===== src/rtl/if_fetch_ctrl_pkg.sv =====
// Shared fetch-stage definitions: FSM state encoding, PC reset value and
// instruction-bus bundles for later interface grouping.
package if_fetch_ctrl_pkg;

  localparam logic [31:0] PC_RESET = 32'hBFC0_0000;

  typedef enum logic [2:0] {
    StIdle    = 3'd0,
    StReq     = 3'd1,
    StWait    = 3'd2,
    StHold    = 3'd3,
    StDiscard = 3'd4
  } fetch_state_e;

  typedef struct packed {
    logic        req;
    logic [31:0] addr;
  } inst_bus_req_t;

  typedef struct packed {
    logic        addr_ok;
    logic        data_ok;
    logic [31:0] rdata;
  } inst_bus_rsp_t;

  function automatic logic pc_misaligned(input logic [1:0] pc_lo);
    return pc_lo != 2'b00;
  endfunction

endpackage


===== src/rtl/if_fetch_ctrl.sv =====
// Instruction fetch controller: issues one SRAM-like bus request per PC, hands the
// result to decode, and drops responses that belong to a flushed fetch.
module if_fetch_ctrl
  import if_fetch_ctrl_pkg::*;
#(
  parameter int unsigned       ADDR_W = 32,
  parameter int unsigned       DATA_W = 32,
  parameter logic [ADDR_W-1:0] RST_PC = ADDR_W'(PC_RESET)
) (
  input  logic              clk,
  input  logic              rst,
  input  logic [ADDR_W-1:0] pc_i,
  input  logic              pc_valid_i,
  input  logic              flush_i,
  input  logic              id_allow_i,
  output logic              pc_wr_o,
  output logic              inst_req_o,
  output logic [ADDR_W-1:0] inst_addr_o,
  input  logic              inst_addr_ok_i,
  input  logic              inst_data_ok_i,
  input  logic [DATA_W-1:0] inst_rdata_i,
  output logic              inst_valid_o,
  output logic [DATA_W-1:0] inst_o,
  output logic [ADDR_W-1:0] inst_pc_o,
  output logic              adel_o
);

  fetch_state_e      state_q, state_d;
  logic              drop_q, drop_d;
  logic [ADDR_W-1:0] addr_q, addr_d;
  logic [ADDR_W-1:0] pc_q, pc_d;
  logic [DATA_W-1:0] inst_q, inst_d;
  logic              adel_q, adel_d;

  always_comb begin
    state_d = state_q;
    drop_d  = drop_q;
    addr_d  = addr_q;
    pc_d    = pc_q;
    inst_d  = inst_q;
    adel_d  = adel_q;
    unique case (state_q)
      StIdle: begin
        if (pc_valid_i && !flush_i) begin
          if (pc_misaligned(pc_i[1:0])) begin
            // Faulting PC goes straight to decode without touching the bus.
            pc_d    = pc_i;
            inst_d  = '0;
            adel_d  = 1'b1;
            state_d = StHold;
          end else begin
            addr_d  = pc_i;
            state_d = StReq;
          end
        end
      end
      StReq: begin
        // The request cannot be withdrawn, so a flush here only marks it stale.
        if (inst_addr_ok_i) begin
          state_d = (drop_q || flush_i) ? StDiscard : StWait;
        end else if (flush_i) begin
          drop_d = 1'b1;
        end
      end
      StWait: begin
        if (inst_data_ok_i) begin
          if (flush_i) begin
            state_d = StIdle;
          end else begin
            inst_d  = inst_rdata_i;
            pc_d    = addr_q;
            adel_d  = 1'b0;
            state_d = StHold;
          end
        end else if (flush_i) begin
          state_d = StDiscard;
        end
      end
      StHold: begin
        if (flush_i || id_allow_i) begin
          state_d = StIdle;
        end
      end
      StDiscard: begin
        if (inst_data_ok_i) begin
          drop_d  = 1'b0;
          state_d = StIdle;
        end
      end
      default: state_d = StIdle;
    endcase
  end

  always_ff @(posedge clk) begin
    if (rst) begin
      state_q <= StIdle;
      drop_q  <= 1'b0;
      addr_q  <= '0;
      pc_q    <= RST_PC;
      inst_q  <= '0;
      adel_q  <= 1'b0;
    end else begin
      state_q <= state_d;
      drop_q  <= drop_d;
      addr_q  <= addr_d;
      pc_q    <= pc_d;
      inst_q  <= inst_d;
      adel_q  <= adel_d;
    end
  end

  assign inst_req_o   = (state_q == StReq);
  assign inst_addr_o  = addr_q;
  assign inst_valid_o = (state_q == StHold);
  assign inst_o       = inst_q;
  assign inst_pc_o    = pc_q;
  assign adel_o       = adel_q;
  assign pc_wr_o      = flush_i | ((state_q == StHold) & id_allow_i);

endmodule


===== config.mk =====
export PLATFORM = sky130hd
export DESIGN_NAME = if_fetch_ctrl
export DESIGN_NICKNAME = d
export VERILOG_FILES = /design/src/rtl/if_fetch_ctrl_pkg.sv /design/src/rtl/if_fetch_ctrl.sv
export SDC_FILE = /design/constraint.sdc
export NUM_CORES = 1
export LEC_CHECK = 0
export CORE_UTILIZATION = 46
export CTS_CLUSTER_SIZE = 28
export DETAILED_ROUTE_END_ITERATION = 10
export GPL_TIMING_DRIVEN = 1
export PLACE_DENSITY = 0.93
export SLEW_MARGIN = 20
export SYNTH_ARGS = -nofsm -noshare
export SYNTH_HDL_FRONTEND = slang
export SYNTH_SLANG_ARGS = --single-unit

===== constraint.sdc =====
create_clock -name clk -period 5.3 [get_ports clk]
set_clock_uncertainty 0.2 [all_clocks]
set_input_delay 0.53 -clock clk [delete_from_list [all_inputs] [get_ports clk]]
set_output_delay 0.53 -clock clk [all_outputs]
set_load 0.005 [all_outputs]

==> flow_summary_export.csv, run 1 <==
group,metric,value,unit
status,outcome,"complete, no violations",
sta,period_share,52.0,%
clocking,clk_pin_slew,100,ps
power,switching_power,618,uW
synth,synth_area_leaders,"dfxtp_1 (50%), nand2_1 (15%), a21oi_1 (7.7%), a311oi_1 (5.0%), nand3_1 (4.0%)",
synth,synth.net_count,584,
setup_path,setup.worst_path.start_class,"flip-flop",
placement,place_congestion,0.836,
setup_path,reg2reg_to,"inst_pc_o[17]",
die,initial_core_util,48.2,%
power,p_int,1370,uW
sta,rsz0062_at_grt,"false",
global_routing,grt_antenna_before_repair,0,
setup_path,crit_type,"reg2reg",
die,die_width,95.5,um
finish,drive_above_1_share,4.40,%
clocking,cts_root_buffer,"clkbuf_8",
setup_path,endpoint,"inst_pc_o[17]",
drt,drtIter0Drc,177,
synth,synth-seq-cells,101,
finish,final_util,71.1,%
clocking,cts_made_buffers,9,
drt,wl_per_cell,15.6,um
power,power_frac_seq,44.9,%
setup_path,reg2reg_depth,5,
clocking,ctsResizeCount,0,
finish,antenna_cells,0,
clocking,cts_max_path_buffers,2,
setup_path,crit_slowest_cell,"or3b_2",
clocking,cts_tree,"built",
global_routing,grt_pass1_wl,17900,um
power,p_per_area,335,mW/mm2
drt,drcViolationCount,0,
setup_path,worst_ep_arrival_time,2810,ps
power,leakagePower,0.00209,uW
clocking,cts_setup_buffers,0,
placement,portBuffers,170,
power,vdd_drop_max,206,uV
sta,post-route-min-period,2760,ps
setup_path,crit_start,"state_q[1]",
sta,relSlewSlack,33.4,%
sta,max_freq,363,MHz
finish,fin_cells,764,
die,ios,171,
drt,vias,4207,
finish,area_growth,47.4,%
global_routing,grt_max_degree,66,
clocking,htree_levels,3,
run,cap_violations,0,
placement,dp_hpwl,8310,um
sta,finalMaxSlewViolations,0,
sta,setup_viol,0,
setup_path,r2r_slack,2540,ps
clocking,cts_sinks,101,
global_routing,grt_pass1_vias,3995,
die,core,0.00834,mm2
drt,finalWirelength,11900,um
power,switching_share,31.1,%
sta,tns,0,ps
setup_path,path_cells,"or3b_2 > o32ai_4 > buf_4 > nor2_1 > a311oi_1",
clocking,cts_hold_buffers,0,
synth,yosysUniqueCellTypes,34,
setup_path,crit_fanout,55,
drt,drtPass1Iterations,5,
drt,vias_per_cell,5.51,
global_routing,gr-usage-all-layers,25.0,%
worst_hold_path,holdCritPathClass,"reg2reg",
setup_path,end_kind,"flip-flop",
setup_path,critPathMaxStageDelay,830,ps
global_routing,grt-ovfl-total,0,
die,rows,33,
synth,synth_top_cell_by_area,"dfxtp_1",
die,die_h,95.5,um
finish,nNetsFinal,726,
synth,seq_area_frac_synth,50.2,%
synth,synth_top_area_share,50.2,%
drt,ant_nets,0,
synth,netlist_area,0.00402,mm2
sta,timing.final.hold_violations,0,
synth,synth_cells,513,
setup_path,required,5350,ps
setup_path,regToRegStartpoint,"state_q[1]",
finish,fill_cells,656,
power,pwr-share-clk,26.2,%
placement,dp_cells,749,
clocking,insertion_delay,360,ps
power,combPwrFrac,28.9,%
die,design.die.area,0.00913,mm2
synth,avgSynthCellArea,7.84,um2
sta,worst_pin_slew,999,ps
synth,yosys_warnings,0,
-- state kept, by name, summed over array words and instances (netlist names) --
| signal | flops |
|---|---|
| adel_o | 1 |
| drop_q | 1 |
| inst_addr_o | 32 |
| inst_o | 32 |
| inst_pc_o | 32 |
| state_q | 3 |
-- worst min-delay path by stage --
stage / from / to / depth (start not counted)
final: inst_o[31] / inst_o[31] / 2
after global routing: inst_o[18] / inst_o[18] / 2
after CTS: inst_o[13] / inst_o[13] / 2
after detailed placement: inst_o[13] / inst_o[13] / 2
after global placement: inst_o[25] / inst_o[25] / 2
after floorplan: inst_o[0] / inst_o[0] / 2
-- Yosys cell counts, drive strengths merged --
cell	count
or3	1
nor3b	7
o21ai	3
nor2b	2
nand3	32
a221oi	1
mux2	1
o32ai	1
a2111oi	1
a211oi	1
nand2	159
inv	1
a21oi	62
o22ai	1
nand2b	2
nor4	1
o32a	1
dfxtp	101
a31oi	1
nor3	4
o21bai	9
a21o	1
and3b	1
or3b	1
nor2	38
nor4bb	1
clkbuf	29
and3	9
a311oi	23
or4b	1
or4	1
buf	16
-- kinds of logic after synthesis --
group	synth area share [%]
AND/OR/NAND/NOR	27.8
AO/OA/AOI/OAI	16.8
flip-flops	50.2
buffers and inverters	4.88
multiplexers	0.280
-- layout by cell type, fill, tap and decap left out, types with 3 or more instances in the layout --
| master | netlist | routed |
|---|---|---|
| nor3_1 | 4 | 4 |
| a311oi_1 | 23 | 23 |
| clkdlybuf4s50_1 | 0 | 169 |
| nand2_1 | 159 | 159 |
| o21ai_0 | 3 | 3 |
| buf_4 | 2 | 7 |
| dfxtp_1 | 101 | 101 |
| nand3_1 | 32 | 32 |
| o21bai_1 | 9 | 9 |
| clkbuf_8 | 0 | 9 |
| and3_1 | 9 | 9 |
| a21oi_1 | 62 | 62 |
| nor2_1 | 38 | 38 |
| nor3b_1 | 7 | 6 |
-- metrics by stage --
step	hold slack (ps)	worst slack (ps)	power (uW)	instance area [um2]
floorplan	248	3260	1210	4020
global placement	236	2360	1450	5720
detailed placement	242	2330	1480	5720
CTS	256	2550	2000	5930
global route	269	2420	2090	5930
finish	257	2540	1990	5930
-- per-layer routing --
layer / track usage (%) / routed length (um)
met5: 0 / 0
met4: 10.6 / 387
met3: 6.38 / 702
met2: 45.4 / 6280
met1: 27.3 / 4530
-- power groups by stage --
stage               Clock [uW]  Sequential, uW  Combinational, uW
floorplan                    0             893                321
global placement             0             904                549
detailed placement           0             907                570
CTS                        533             890                575
global route               566             900                622
finish                     521             891                574
-- critical path: cells and delay by family (launching register included) --
kind            cells  cell delay (ps)
simple gates        2              930
compound gates      2              490
buf+inv             1              480
flops               1              520
-- final cells by class --
type | instances | area (um2) | share of cell area (%)
Tap cell | 105 | 131 | 2.21
Inverter | 1 | 3.75 | 0.0633
Timing Repair Buffer | 176 | 1740 | 29.4
Sequential cell | 101 | 2020 | 34.1
Clock inverter | 6 | 86.3 | 1.46
Multi-Input combinational cell | 366 | 1820 | 30.7
Clock buffer | 9 | 124 | 2.09
Power figures use the tool's default switching activity.
==> run 2: changes to the inputs <==
--- a/config.mk
+++ b/config.mk
@@ -5,11 +5,11 @@
 export SDC_FILE = /design/constraint.sdc
 export NUM_CORES = 1
 export LEC_CHECK = 0
-export CORE_UTILIZATION = 46
+export CORE_UTILIZATION = 42
 export CTS_CLUSTER_SIZE = 28
 export DETAILED_ROUTE_END_ITERATION = 10
 export GPL_TIMING_DRIVEN = 1
-export PLACE_DENSITY = 0.93
+export PLACE_DENSITY = 0.86
 export SLEW_MARGIN = 20
 export SYNTH_ARGS = -nofsm -noshare
 export SYNTH_HDL_FRONTEND = slang
==> constraint.sdc (replaced) <==
create_clock -name clk -period 2.7 [get_ports clk]
set_clock_uncertainty 0.2 [all_clocks]
set_input_delay 0.27 -clock clk [delete_from_list [all_inputs] [get_ports clk]]
set_output_delay 0.27 -clock clk [all_outputs]
set_load 0.005 [all_outputs]
==> flow_summary_export.csv, run 2 (synthesized netlist as in run 1, its figures left out) <==
group,metric,value,unit
clocking,ctsResizeCount,0,
sta,timing.final.hold_violations,0,
die,die_h,99.9,um
global_routing,grt-ovfl-total,0,
power,total_power,3830,uW
drt,vias,4218,
setup_path,crit_slowest_cell,"dfxtp_1",
clocking,cts_hold_buffers,1,
setup_path,cp_top_family,"flip-flops",
drt,drtPass1Iterations,5,
sta,finalMaxSlewViolations,0,
die,rows,35,
finish,antenna_cells,0,
setup_path,path_buf_inv,1,
drt,wl_per_cell,15.1,um
finish,final_common_cell,"clkdlybuf4s50_1",
clocking,clk_pin_slew,100,ps
clocking,insertion_delay,360,ps
power,p_per_area,637,mW/mm2
sta,setup_viol,0,
global_routing,grt_pass1_vias,3921,
die,initial_core_util,43.5,%
finish,multi_input_area,0.00182,mm2
setup_path,setup.worst_path.start_class,"flip-flop",
setup_path,crit_type,"reg2out",
sta,rsz0062_at_grt,"false",
global_routing,gr-usage-all-layers,23.7,%
finish,area_growth,49.4,%
sta,post-route-min-period,2440,ps
die,die_width,99.9,um
die,design.die.area,0.00998,mm2
die,ios,171,
sta,worst_pin_slew,595,ps
finish,fill_cells,782,
drt,drtIter0Drc,185,
worst_hold_path,holdCritPathClass,"reg2reg",
sta,period_share,90.2,%
setup_path,worst_ep_arrival_time,1970,ps
drt,drcViolationCount,0,
finish,final_util,65.1,%
placement,placed_area,0.00582,mm2
clocking,cts_sinks,101,
die,core,0.00924,mm2
global_routing,grt_pass1_wl,19000,um
setup_path,required,2230,ps
finish,nNetsFinal,733,
finish,layout.cells.most_common_list,"clkdlybuf4s50_1 (169), nand2_1 (159), dfxtp_1 (101)",
power,vdd_drop_max,356,uV
finish,drive_above_1_share,5.10,%
drt,ant_nets,0,
clocking,cts_root_buffer,"clkbuf_8",
sta,tns,0,ps
finish,design_area,0.00601,mm2
placement,dp_cells,779,
setup_path,crit_fanout,15,
finish,fin_cells,796,
sta,relSlewSlack,60.4,%
clocking,cts_tree,"built",
placement,dp_hpwl,8290,um
run,cap_violations,0,
clocking,cts_setup_buffers,0,
clocking,cts_max_path_buffers,2,
global_routing,grt_antenna_before_repair,0,
clocking,htree_levels,3,
drt,finalWirelength,12000,um
setup_path,end_kind,"output port",
placement,portBuffers,170,
drt,vias_per_cell,5.30,
power,leakagePower,0.00211,uW
finish,register_area,0.00202,mm2
status,outcome,"complete, no violations",
sta,max_freq,410,MHz
global_routing,grt_max_degree,59,
clocking,cts_made_buffers,9,
setup_path,path_cells,"nor3b_1 > clkdlybuf4s50_1",
placement,place_congestion,0.860,
setup_path,critPathMaxStageDelay,590,ps
## run 2: cell types whose count changed in the layout (fill, tap and decap cells not counted), moves of 2 or more
cell,change
inv_6,+2
buf_12,+2
buf_4,+3
bufinv_16,-2
clkinv_2,-2
## run 2: metal layers
layer / vias to the layer above / part of all wire (%) / track usage [%]
met4: 0 / 2.2 / 9.28
li1: 2031 / - / -
met5: - / 0 / 0
met2: 162 / 51 / 40.8
met3: 21 / 6.6 / 5.71
met1: 2004 / 40 / 28.6
## run 2: final timing paths
path                                  from             to  slack [ps]  cells after the start
worst max-delay path            state_q[0]     inst_req_o         260                      2
worst min-delay path             inst_o[6]      inst_o[6]         260                      2
worst max register to register  state_q[1]  inst_pc_o[15]         340                      5
worst min register to register   inst_o[6]      inst_o[6]         260                      2
## run 2: layout make-up
cell class / instances / share of cell area (%)
clock buffers: 11 / 2.35
clock inverters: 5 / 0.687
inverters: 1 / 0.0624
multi-input cells: 366 / 30.3
flip-flops and latches: 101 / 33.6
well taps: 129 / 2.69
repair buffers: 183 / 30.3
## run 2: per-stage QoR
stage	hold slack (ps)	setup slack, ps
finish	255	263
floorplan	206	662
detailed placement	245	331
CTS	242	251
global route	262	140
global placement	238	437
## run 2: where the power goes
part / total (uW) / switching, uW / internal [uW]
combinational: 1170 / 610 / 564
clock: 907 / 535 / 372
sequential: 1750 / 114 / 1630
total: 3830 / 1260 / 2570
## run 2: tightest hold or removal path, cell delays in order (launching register included)
cell and delay (ps):
dfxtp_1 320, nand2_1 50, a21oi_1 50
